## config.mk

```make
export PLATFORM = sky130hd
export DESIGN_NAME = led_blink_sched_flat
export DESIGN_NICKNAME = d
export VERILOG_FILES = /design/src/rtl/led_blink_sched_pkg.sv /design/src/rtl/led_blink_sched_if.sv /design/src/rtl/led_blink_sched_phase_tick.sv /design/src/rtl/led_blink_sched.sv /design/src/flat_wrapper.sv
export SDC_FILE = /design/constraint.sdc
export NUM_CORES = 1
export LEC_CHECK = 0
export ABC_CLOCK_PERIOD_IN_PS = 3130
export BUFFER_PORTS_ARGS = -buffer_cell sky130_fd_sc_hd__buf_2
export CAP_MARGIN = 15
export CELL_PAD_IN_SITES_DETAIL_PLACEMENT = 0
export CELL_PAD_IN_SITES_GLOBAL_PLACEMENT = 1
export CORE_ASPECT_RATIO = 0.7
export CORE_MARGIN = 3
export CORE_UTILIZATION = 45
export CTS_CLUSTER_DIAMETER = 60
export DETAILED_ROUTE_END_ITERATION = 7
export GPL_TIMING_DRIVEN = 0
export PLACE_DENSITY_LB_ADDON = 0.1
export SLEW_MARGIN = 0
export SYNTH_ARGS = -nofsm -noshare
export SYNTH_HDL_FRONTEND = slang
export SYNTH_SLANG_ARGS = --single-unit
```

## constraint.sdc

```tcl
create_clock -name i_clk -period 3.13 [get_ports i_clk]
set_input_delay 0.1565 -clock i_clk [delete_from_list [all_inputs] [get_ports i_clk]]
set_output_delay 0.1565 -clock i_clk [all_outputs]
set_load 0.005 [all_outputs]
```

## src/rtl/led_blink_sched_pkg.sv

```systemverilog
// Shared types and helpers for the status-LED blink-code scheduler.
package led_sched_pkg;

  localparam int unsigned CODE_W = 4;

  typedef enum logic [1:0] {
    ST_IDLE = 2'd0,
    ST_ON   = 2'd1,
    ST_OFF  = 2'd2,
    ST_GAP  = 2'd3
  } state_e;

  // A zero blink count still shows one pulse so the request is visible.
  function automatic logic [CODE_W-1:0] code_eff(input logic [CODE_W-1:0] code);
    return (code == '0) ? CODE_W'(1) : code;
  endfunction

endpackage

```

## src/rtl/led_blink_sched_if.sv

```systemverilog
// Requester/LED bundle between status sources and the blink scheduler.
import led_sched_pkg::*;

interface led_blink_sched_if #(
  parameter int unsigned NUM_REQ = 4
);
  logic                        en;
  logic [NUM_REQ-1:0]          req;
  logic [CODE_W*NUM_REQ-1:0]   code;
  logic                        led;
  logic [NUM_REQ-1:0]          grant;
  logic                        busy;
  logic                        done;

  modport master (output en, req, code, input led, grant, busy, done);
  modport slave  (input en, req, code, output led, grant, busy, done);
endinterface

```

## src/rtl/led_blink_sched_phase_tick.sv

```systemverilog
// Phase timebase: free counter restarted by i_clr; o_tick marks the terminal
// cycle of a phase and o_pre_tick the cycle just before it.
module led_phase_tick #(
  parameter int unsigned PHASE_CYCLES = 5000000
) (
  input  logic i_clk,
  input  logic i_res,
  input  logic i_clr,
  output logic o_tick,
  output logic o_pre_tick
);

  localparam int unsigned CNT_W = $clog2(PHASE_CYCLES);
  localparam logic [CNT_W-1:0] CNT_LAST = CNT_W'(PHASE_CYCLES - 1);
  localparam logic [CNT_W-1:0] CNT_PRE  = CNT_W'(PHASE_CYCLES - 2);

  logic [CNT_W-1:0] cnt_q;
  logic [CNT_W-1:0] cnt_d;

  always_comb begin
    cnt_d = cnt_q + CNT_W'(1);
    if (i_clr || (cnt_q == CNT_LAST)) begin
      cnt_d = '0;
    end
  end

  // Flags are registered from the next count so they line up with cnt_q.
  always_ff @(posedge i_clk) begin
    if (i_res) begin
      cnt_q      <= '0;
      o_tick     <= 1'b0;
      o_pre_tick <= 1'b0;
    end else begin
      cnt_q      <= cnt_d;
      o_tick     <= (cnt_d == CNT_LAST);
      o_pre_tick <= (cnt_d == CNT_PRE);
    end
  end

endmodule

```

## src/rtl/led_blink_sched.sv

```systemverilog
// Status-LED blink-code scheduler: arbitrates requesters and plays ON/OFF/GAP.
// Build option: LED_BLINK_SCHED_FIXED_PRIO_EN selects fixed priority (lowest index wins).
module led_blink_sched
  import led_sched_pkg::*;
#(
  parameter int unsigned NUM_REQ      = 4,
  parameter int unsigned PHASE_CYCLES = 5000000,
  parameter int unsigned GAP_PHASES   = 4
) (
  input  logic              i_clk,
  input  logic              i_res,
  led_blink_sched_if.slave  bus
);

  localparam int unsigned IDX_W = $clog2(NUM_REQ);
  localparam int unsigned GAP_W = $clog2(GAP_PHASES + 1);
  localparam logic [GAP_W-1:0] GAP_LAST = GAP_W'(GAP_PHASES - 1);
  localparam logic [IDX_W-1:0] IDX_LAST = IDX_W'(NUM_REQ - 1);

  state_e             state_q, state_d;
  logic [CODE_W-1:0]  rem_q, rem_d;
  logic [GAP_W-1:0]   gap_q, gap_d;
  logic [NUM_REQ-1:0] grant_d;
  logic               led_d, busy_d, done_d;
  logic               tick, pre_tick, clr_c;
  logic [IDX_W-1:0]   start, win;
  logic               found;
  int unsigned        arb_idx;
  logic [CODE_W-1:0]  codes [NUM_REQ];

`ifdef LED_BLINK_SCHED_FIXED_PRIO_EN
  assign start = '0;
`else
  logic [IDX_W-1:0] ptr_q, ptr_d;
  assign start = ptr_q;
`endif

  for (genvar k = 0; k < NUM_REQ; k++) begin : g_code
    assign codes[k] = bus.code[k*CODE_W +: CODE_W];
  end

  // First pending requester at or after the search start, wrapping once.
  always_comb begin
    win     = '0;
    found   = 1'b0;
    arb_idx = 0;
    for (int unsigned i = 0; i < NUM_REQ; i++) begin
      arb_idx = 32'(start) + i;
      if (arb_idx >= NUM_REQ) begin
        arb_idx = arb_idx - NUM_REQ;
      end
      if (!found && bus.req[IDX_W'(arb_idx)]) begin
        found = 1'b1;
        win   = IDX_W'(arb_idx);
      end
    end
  end

  led_phase_tick #(
    .PHASE_CYCLES (PHASE_CYCLES)
  ) u_tick (
    .i_clk      (i_clk),
    .i_res      (i_res),
    .i_clr      (clr_c),
    .o_tick     (tick),
    .o_pre_tick (pre_tick)
  );

  always_comb begin
    state_d = state_q;
    rem_d   = rem_q;
    gap_d   = gap_q;
    grant_d = bus.grant;
    done_d  = 1'b0;
`ifndef LED_BLINK_SCHED_FIXED_PRIO_EN
    ptr_d   = ptr_q;
`endif

    if (!bus.en) begin
      state_d = ST_IDLE;
      rem_d   = '0;
      gap_d   = '0;
      grant_d = '0;
    end else begin
      case (state_q)
        ST_IDLE: begin
          if (found) begin
            state_d = ST_ON;
            grant_d = NUM_REQ'(1) << win;
            rem_d   = code_eff(codes[win]);
            gap_d   = '0;
`ifndef LED_BLINK_SCHED_FIXED_PRIO_EN
            ptr_d   = (win == IDX_LAST) ? '0 : win + IDX_W'(1);
`endif
          end
        end
        ST_ON: begin
          if (tick) begin
            rem_d   = rem_q - CODE_W'(1);
            state_d = (rem_d == '0) ? ST_GAP : ST_OFF;
          end
        end
        ST_OFF: begin
          if (tick) begin
            state_d = ST_ON;
          end
        end
        ST_GAP: begin
          // Raise done one cycle early so the registered pulse hits the last cycle.
          if (pre_tick && (gap_q == GAP_LAST)) begin
            done_d = 1'b1;
          end
          if (tick) begin
            if (gap_q == GAP_LAST) begin
              state_d = ST_IDLE;
              gap_d   = '0;
              grant_d = '0;
            end else begin
              gap_d = gap_q + GAP_W'(1);
            end
          end
        end
        default: begin
          state_d = ST_IDLE;
          grant_d = '0;
        end
      endcase
    end

    clr_c  = (state_d != state_q) || (state_d == ST_IDLE);
    led_d  = (state_d == ST_ON);
    busy_d = (state_d != ST_IDLE);
  end

  always_ff @(posedge i_clk) begin
    if (i_res) begin
      state_q   <= ST_IDLE;
      rem_q     <= '0;
      gap_q     <= '0;
      bus.led   <= 1'b0;
      bus.grant <= '0;
      bus.busy  <= 1'b0;
      bus.done  <= 1'b0;
`ifndef LED_BLINK_SCHED_FIXED_PRIO_EN
      ptr_q     <= '0;
`endif
    end else begin
      state_q   <= state_d;
      rem_q     <= rem_d;
      gap_q     <= gap_d;
      bus.led   <= led_d;
      bus.grant <= grant_d;
      bus.busy  <= busy_d;
      bus.done  <= done_d;
`ifndef LED_BLINK_SCHED_FIXED_PRIO_EN
      ptr_q     <= ptr_d;
`endif
    end
  end

endmodule
```

## src/flat_wrapper.sv

```systemverilog
// flat-port wrapper written by rule: the top's interface ports become plain ports
module led_blink_sched_flat import led_sched_pkg::*;
#(
  parameter int unsigned NUM_REQ      = 4,
  parameter int unsigned PHASE_CYCLES = 5000000,
  parameter int unsigned GAP_PHASES   = 4
)
  (i_clk, i_res, bus_en, bus_req, bus_code, bus_led, bus_grant, bus_busy, bus_done);
  led_blink_sched_if #(.NUM_REQ(NUM_REQ)) bus_i ();
  input  logic i_clk;
  input  logic i_res;
  input wire logic [$bits(bus_i.en)-1:0] bus_en;
  input wire logic [$bits(bus_i.req)-1:0] bus_req;
  input wire logic [$bits(bus_i.code)-1:0] bus_code;
  output wire logic [$bits(bus_i.led)-1:0] bus_led;
  output wire logic [$bits(bus_i.grant)-1:0] bus_grant;
  output wire logic [$bits(bus_i.busy)-1:0] bus_busy;
  output wire logic [$bits(bus_i.done)-1:0] bus_done;
  assign bus_i.en = bus_en;
  assign bus_i.req = bus_req;
  assign bus_i.code = bus_code;
  assign bus_led = bus_i.led;
  assign bus_grant = bus_i.grant;
  assign bus_busy = bus_i.busy;
  assign bus_done = bus_i.done;
  led_blink_sched #(.NUM_REQ(NUM_REQ), .PHASE_CYCLES(PHASE_CYCLES), .GAP_PHASES(GAP_PHASES)) u_core (.i_clk(i_clk), .i_res(i_res), .bus(bus_i));
endmodule
```

After elaboration in Yosys (flattened, before gate mapping)
Index checks and enable logic that the tools add are counted.

Output and inout bits: 7. Input port bits: 23. Bits in registers: 43.

Add/subtract/negate cells: 11. $lt $le $gt $ge: 9. Multiplexer cells: 46. Equal/unequal tests: 14. Reductions and logical operators: 22. Shifts and indexed selects: 1. Bitwise logic cells: 3.

Operators by type and width (number): equality test 23 bit (second input constant) (3); 2-to-1 mux 4 bit (8); 2-to-1 mux 2 bit (15); adder 23 x 1 -> 23 bit (second input constant) (1); 2-to-1 mux 23 bit (1); case mux 4 bit (2 select lines) (2); >= comparator 3 bit (second input constant) (4); < comparator 2 x 3 -> 1 bit (second input constant) (4); 2-to-1 mux 1 bit (10); 2-to-1 mux 3 bit (3); AND reduction 3 bit (3); binary-select mux 1 bit (select 2 bit) (4); binary-select mux 4 bit (select 2 bit) (1); zero test 4 bit (2); case mux 2 bit (4 select lines) (1); subtractor 2 x 1 -> 2 bit (second input constant) (4); adder 2 x 2 -> 3 bit (second input constant) (2); equality test 2 bit (second input constant) (3); case mux 3 bit (2 select lines) (1); nonzero test 2 bit (3); equality test 2 x 1 -> 1 bit (second input constant) (2); logical AND 1 bit (4); zero test 2 bit (2); != test 2 x 1 -> 1 bit (second input constant) (2); 16 further kinds (21).

Depth between registers and ports, before layout
Gate-level depths: netlist (run 1).

Depth after elaboration: 22. Mapped depth: 8.

Cells and area by module
From an unflattened synthesis (run 1), not the netlist that was laid out.

Cells, all modules: 323. Area total of the unflattened synthesis: 2626.3 µm².

By module, submodules not included: led_phase_tick (cells an instance 167, area an instance 1360.1 µm², times used 1); led_blink_sched (cells an instance 156, area an instance 1266.2 µm², times used 1).

Least setup slack after synthesis (run 1)
No wires, ideal clock.

Kind: flip-flop to flip-flop. Start point: register u_core.u_tick.cnt_q[1]. End point: register u_core.u_tick.o_pre_tick. Required time: 3.052 ns. Path buffers: 1. Period minus slack after synthesis: 2.047 ns. Stages on the path, launching flop included: 9. Path slack: 1.083 ns. Arrival time: 1.969 ns. Cells stage by stage: dfxtp_1 ha_1 buf_2 nand2_1 nor4_1 nor3b_2 and3_1 o2111ai_1 nor3_1.

Longest elaborated chain between the ends: 4. Elaborated cells between the ends (all ways): 5.

RTL lines: from (decl) (line led_blink_sched_phase_tick.sv:17) `logic [CNT_W-1:0] cnt_q;`; from (signal assigned) (line led_blink_sched_phase_tick.sv:34) `cnt_q <= cnt_d;`; parallel branches: the longest is 2 deep, another holds adder 23 x 1 -> 23 bit; 2-to-1 mux 23 bit * (line led_blink_sched_phase_tick.sv:22) `if (i_clr || (cnt_q == CNT_LAST)) begin`; equality test 23 bit * (line led_blink_sched_phase_tick.sv:36) `o_pre_tick <= (cnt_d == CNT_PRE);`; to (signal assigned) (line led_blink_sched_phase_tick.sv:36); to (decl) (line led_blink_sched_phase_tick.sv:10) `output logic o_pre_tick`.

Every way passes the cells marked *. A chain may end at the register's enable or synchronous reset.

Worst setup path after layout (run 1)
Ends and elaborated chain as after synthesis.

==> results of run 1 <==
final cells by class:
class                           instances  area, um2  area share, %
Tap cell                               69       86.3           3.14
Buffer                                 13       55.1           2.00
Clock inverter                          3       15.0          0.546
Clock buffer                            5       68.8           2.50
Timing Repair Buffer                   29        145           5.28
Multi-Input combinational cell        235       1480           53.7
Sequential cell                        43        861           31.3
Inverter                               11       41.3           1.50
metal layers:
metal  GRT usage [%]  vias up  routed length [um]
met1            31.8      987                3280
met5               0        -                   0
met3            4.01        4                 243
met4            3.24        0                  23
li1                -     1156                   -
met2            22.6       30                2040
per-stage QoR:
step,util [%],instances
finish,55.0,408
global route,55.0,408
CTS,55.0,408
detailed placement,53.4,400
global placement,53.4,400
floorplan,-,302
how the worst max path moves through the flow:
stage	start	to	slack, ns	cells past startpoint
after global routing	u_core.u_tick.cnt_q[1]	u_core.u_tick.o_pre_tick	0.17	8
final	u_core.u_tick.cnt_q[1]	u_core.u_tick.o_pre_tick	0.39	8
after CTS	u_core.u_tick.cnt_q[1]	u_core.u_tick.o_pre_tick	0.48	8
after floorplan	u_core.u_tick.cnt_q[1]	u_core.u_tick.o_pre_tick	1.08	8
after global placement	u_core.u_tick.cnt_q[1]	u_core.u_tick.o_pre_tick	0.55	8
after detailed placement	u_core.u_tick.cnt_q[1]	u_core.u_tick.o_pre_tick	0.50	8
synth_stat cells, types with 9 or more instances:
cell,count,area (um2)
nand3_1,14,70.1
inv_1,11,41.3
dfxtp_1,43,861
nand2_1,25,93.8
nor2_1,40,150
xor2_1,13,114
xnor2_1,11,96.3
nor3_1,9,45.0
a21oi_1,11,55.1
o21ai_0,14,70.1
nor2b_1,9,56.3
power by group:
group          leakage (nW)  switching [mW]  total (mW)  internal (mW)
clock network        0.0477           0.192       0.345          0.153
logic                 0.598          0.0859       0.146         0.0598
registers             0.348         0.00851       0.566          0.558
cell families (layout without fill, tap and decap cells):
logic type / after synthesis / count (layout)
adders and majority gates: 8 / 8
xor gates and xnor gates: 24 / 24
AOI/OAI and AO/OA: 55 / 55
DFF: 43 / 43
buffers and inverters: 24 / 61
muxes: 2 / 2
and+or+nand+nor: 146 / 146
placed cells by master, fill, tap and decap left out, types with 3 or more instances in the layout:
cell and instances:
a211oi_1 8, dfxtp_1 43, ha_1 8, buf_2 33, nand4_1 8, nor2_1 40, nor2b_1 9, nor3_1 9
xor2_1 13, nand2b_1 6, xnor2_1 11, a31oi_1 4, a21oi_1 11, or4_1 3, inv_1 11, and3_1 3
nor3b_1 7, clkinv_2 3, o21ai_0 14, nor4_1 7, a22oi_1 4, nand2_1 25, clkbuf_8 5, nand3_1 14
clkbuf_1 7
state kept, by name, indices dropped and copies added, names as in the netlist:
name and count:
u_core.bus.done 1, u_core.bus.led 1, u_core.bus.grant 4, u_core.gap_q 3, u_core.u_tick.o_pre_tick 1, u_core.rem_q 4
u_core.u_tick.o_tick 1, u_core.state_q 2, u_core.bus.busy 1, u_core.u_tick.cnt_q 23, u_core.ptr_q 2
worst register-to-register path, cell delays in order (launching register included):
cell and delay, ns:
dfxtp_1 0.46, ha_1 0.19, buf_2 0.22, nand2_1 0.15
nor4_1 0.71, nor3b_2 0.39, and3_1 0.21, o2111ai_1 0.14
nor3_1 0.20
==> results.cfg, run 1 <==
[setup_path]
reg2reg_slack_ns = 0.39
cp_slowest_stage_delay_ns = 0.71
cp-end-kind = register
r2r_end = u_core.u_tick.o_pre_tick
crit_path_cell_trace = ha_1, buf_2, nand2_1, nor4_1, nor3b_2, and3_1, o2111ai_1, nor3_1
worstPathRequired_ns = 3.35
r2r_cells = 8
crit_fanout = 10
start_kind = register
arrival_ns = 2.95
reg2reg_from = u_core.u_tick.cnt_q[1]
crit_family = simple AND/OR/NAND/NOR gates
crit_buf_inv = 1
path_class = reg -> reg
cpMaxStageDelayCell = nor4_1

[floorplanning]
fp.dieW_um = 93.9
coreArea_um2 = 4990
num_rows = 21
die-area_um2 = 6340
die_h_um = 67.5
io-pin-count = 30
start_util_pct = 48.7

[hold_path]
min-delay-start = i_res
hold_path_class = in -> reg
whs_path_depth = 2
holdPathEnd = u_core.ptr_q[1]

[synth]
synth_top_family_by_area = simple AND/OR/NAND/NOR gates
ys_ff_latch = 43
syn-num-nets = 333
ys_warn_count = 0
synth_xor_area_share_pct = 8.64
synth_simple_gate_area_share_pct = 32.3
syn_area_um2 = 2430
synth_cell_type_count = 50
synth-compound-area-share_pct = 14.8
synth.area.mux_share_pct = 0.823
syn_area_per_cell_um2 = 8.05
ys.flop_type = dfxtp_1
synth_cells = 302
synth_fa_ha_area_share_pct = 4.12
synth_edf_count = 0
postSynth.asyncResetShare_pct = 0
ys_seq_area_share_pct = 35.4

[clock_tree]
cts_tree = built
clk_latency_ns = 0.29
post_cts_resize_count = 0
numCtsBuffers = 5
cts_root_buffer = clkbuf_8
clockBufferDepth = 2
clkSlewWorstSetupHoldPaths_ns = 0.08
cts_setup_buffers = 0
htree_levels = 2
cts_sinks = 43
hold_buffers = 0

[routing]
drc = 0
drt-total-wl_um = 5580
routedWlPerCell_um = 13.7
drtIter0Drc = 98
drt_first_pass_iters = 4
ant_nets = 0
viasPerCell = 5.34
vias = 2177

[placed_design]
io_buffers = 29
gp_congestion = 0.786
dp_hpwl_um = 4320
place_worst_setup_slack_ns = 0.498
dpl_cell_area_um2 = 2660

[sta]
holdWs_ns = 0.0713
hold_violations = 0
finalSetupTns_ns = 0
tightest_slew_ns = 0.858
rsz0062_at_grt = no
max_clock_freq_mhz = 365
setup_viol = 0
skew_ns = 0.00337
slew_viol_final = 0
relSlewSlack_pct = 42.4
setup_slack_ns = 0.393
period_minus_slack_ns = 2.74
finalCritPeriodShare_pct = 87.4

[power_and_ir_drop]
p_per_area_nw_per_um2 = 385
leakagePower_nw = 0.994
total_power_mw = 1.06
vdd_drop_max_mv = 0.220

[global_routing]
grt_first_pass_wirelength_um = 9270
grt_max_degree = 14
grt_overflow_total = 0
grt.total_usage_pct = 18.7
grt_antenna_before_repair = 0
grt_pass1_vias = 1857

[finish]
diodes = 0
syn_to_final_growth_pct = 13.0
fillers = 495
final_net_count = 369
postLayoutCellArea_um2 = 2750
drive_gt1_share_pct = 14.7

[run]
drv_cap = 0

[outcome]
status = finished, final reports clean
No activity file was read; power rests on OpenSTA's default activity.
==> run 2: changes to the inputs <==
CELL_PAD_IN_SITES_DETAIL_PLACEMENT = unset   (was 0)
CELL_PAD_IN_SITES_GLOBAL_PLACEMENT = unset   (was 1)
PLACE_DENSITY_LB_ADDON = unset   (was 0.1)
==> run 2 against run 1 <==
Flip-flop and latch count unchanged. Combinational power about the same. Sequential power about the same. Routed wire length up 0.72%. Hold slack worse by 0.012 ns. Worst setup slack better by 0.0016 ns. Sequential share of layout area down 0.55 points. Clock power up 49%. First-iteration DRC count down 3.1%.
==> results.cfg, run 2 (same netlist as run 1, synthesis figures left out) <==
[outcome]
status = finished, final reports clean

[routing]
viasPerCell = 5.38
routedWlPerCell_um = 13.8
drc = 0
drt-total-wl_um = 5620
vias = 2194
drtIter0Drc = 95
drt_first_pass_iters = 4
ant_nets = 0

[setup_path]
worstPathRequired_ns = 3.36
cp-end-kind = register
reg2reg_from = u_core.u_tick.cnt_q[1]
start_kind = register
reg2reg_slack_ns = 0.39
r2r_cells = 8
crit_fanout = 10
arrival_ns = 2.97
path_class = reg -> reg
r2r_end = u_core.u_tick.o_pre_tick

[finish]
final_common_cell = dfxtp_1
seqCellArea_um2 = 861
largest_reg_flops = 23
largest_registers = u_core.u_tick.cnt_q x23, u_core.bus.grant x4, u_core.rem_q x4
fillers = 504
instances_no_fill = 408
final_net_count = 369
diodes = 0
syn_to_final_growth_pct = 15.0
top_register = u_core.u_tick.cnt_q
final_cell_mix = 43 x dfxtp_1, 40 x nor2_1, 33 x buf_2, 25 x nand2_1
drive_gt1_share_pct = 14.5
multi_input_area_um2 = 1480

[sta]
period_minus_slack_ns = 2.74
skew_ns = 0.00516
setup_viol = 0
finalSetupTns_ns = 0
relSlewSlack_pct = 44.9
slew_viol_final = 0
rsz0062_at_grt = no
tightest_slew_ns = 0.819
finalCritPeriodShare_pct = 87.4
hold_violations = 0
max_clock_freq_mhz = 366

[power_and_ir_drop]
intPower_mw = 0.936
p_switching_mw = 0.291
p_per_area_nw_per_um2 = 439
switching_share_pct = 23.7
leakagePower_nw = 1.01
p_clk_share_pct = 42.0
pwr-share-seq_pct = 46.2
vdd_drop_max_mv = 0.185
comb_power_share_pct = 11.8

[floorplanning]
die-area_um2 = 6340
fp.dieW_um = 93.9
start_util_pct = 48.7
die_h_um = 67.5
num_rows = 21
io-pin-count = 30
coreArea_um2 = 4990

[clock_tree]
cts_sinks = 43
clkSlewWorstSetupHoldPaths_ns = 0.08
cts_setup_buffers = 0
post_cts_resize_count = 0
cts_root_buffer = clkbuf_8
hold_buffers = 0
numCtsBuffers = 5
clockBufferDepth = 2
cts_tree = built
clk_latency_ns = 0.30
htree_levels = 2

[placed_design]
placedCellCount = 400
io_buffers = 29
gp_congestion = 0.880
dp_hpwl_um = 4370

[global_routing]
grt.total_usage_pct = 18.9
grt_antenna_before_repair = 0
grt_pass1_vias = 1852
grt_max_degree = 14
grt_overflow_total = 0
grt_first_pass_wirelength_um = 9200

[hold_path]
min-delay-start = i_res
holdPathEnd = u_core.ptr_q[1]
whs_path_depth = 2
hold_path_class = in -> reg

[run]
drv_cap = 0
## run 2: how the worst max path moves through the flow
stage | from | end | depth (start not counted)
2_1_floorplan | u_core.u_tick.cnt_q[1] | u_core.u_tick.o_pre_tick | 8
3_3_place_gp | u_core.u_tick.cnt_q[1] | u_core.u_tick.o_pre_tick | 8
3_5_place_dp | u_core.u_tick.cnt_q[1] | u_core.u_tick.o_pre_tick | 8
4_1_cts | u_core.u_tick.cnt_q[1] | u_core.u_tick.o_pre_tick | 8
5_1_grt | u_core.u_tick.cnt_q[1] | u_core.u_tick.o_tick | 8
6_report | u_core.u_tick.cnt_q[1] | u_core.u_tick.o_pre_tick | 8
## run 2: stage by stage
stage	utilization, %	worst slack, ns	cell area, um2	power, mW	hold WS [ns]
finish	56.0	0.395	2800	1.23	0.0589
global route	56.0	0.182	2800	1.29	0.0466
CTS	56.0	0.492	2800	1.24	0.0561
detailed placement	53.4	0.507	2660	0.723	0.378
global placement	53.4	0.528	2660	0.723	0.383
floorplan	-	1.08	2430	0.675	0.226
## run 2: cell type report
cell class / instances / area share, %
Inverter: 11 / 1.48
Tap cell: 69 / 3.09
Timing Repair Buffer: 29 / 5.19
Buffer: 13 / 1.97
Sequential cell: 43 / 30.8
Clock inverter: 2 / 2.15
Multi-Input combinational cell: 235 / 52.8
Clock buffer: 6 / 2.60
## run 2: layer usage
metal	routed length, um	share of wire (%)	vias up	GRT usage [%]
met1	3250	58	988	31.2
met4	57	1.0	0	4.86
li1	-	-	1149	-
met5	0	0	-	0
met2	1950	35	51	21.6
met3	368	6.5	6	6.24
## run 2: power groups by stage
stage | Combinational, mW | Sequential [mW] | Clock, mW
6_report | 0.145 | 0.567 | 0.515
5_1_grt | 0.162 | 0.569 | 0.555
4_1_cts | 0.144 | 0.567 | 0.526
3_5_place_dp | 0.144 | 0.580 | 0
3_3_place_gp | 0.144 | 0.580 | 0
2_1_floorplan | 0.0973 | 0.578 | 0
## run 2: critical path: stages (launching register included)
cell	delay [ns]
dfxtp_1	0.45
ha_1	0.19
buf_2	0.21
nand2_1	0.13
nor4_1	0.73
nor3b_2	0.39
and3_1	0.20
o2111ai_1	0.16
nor3_1	0.21
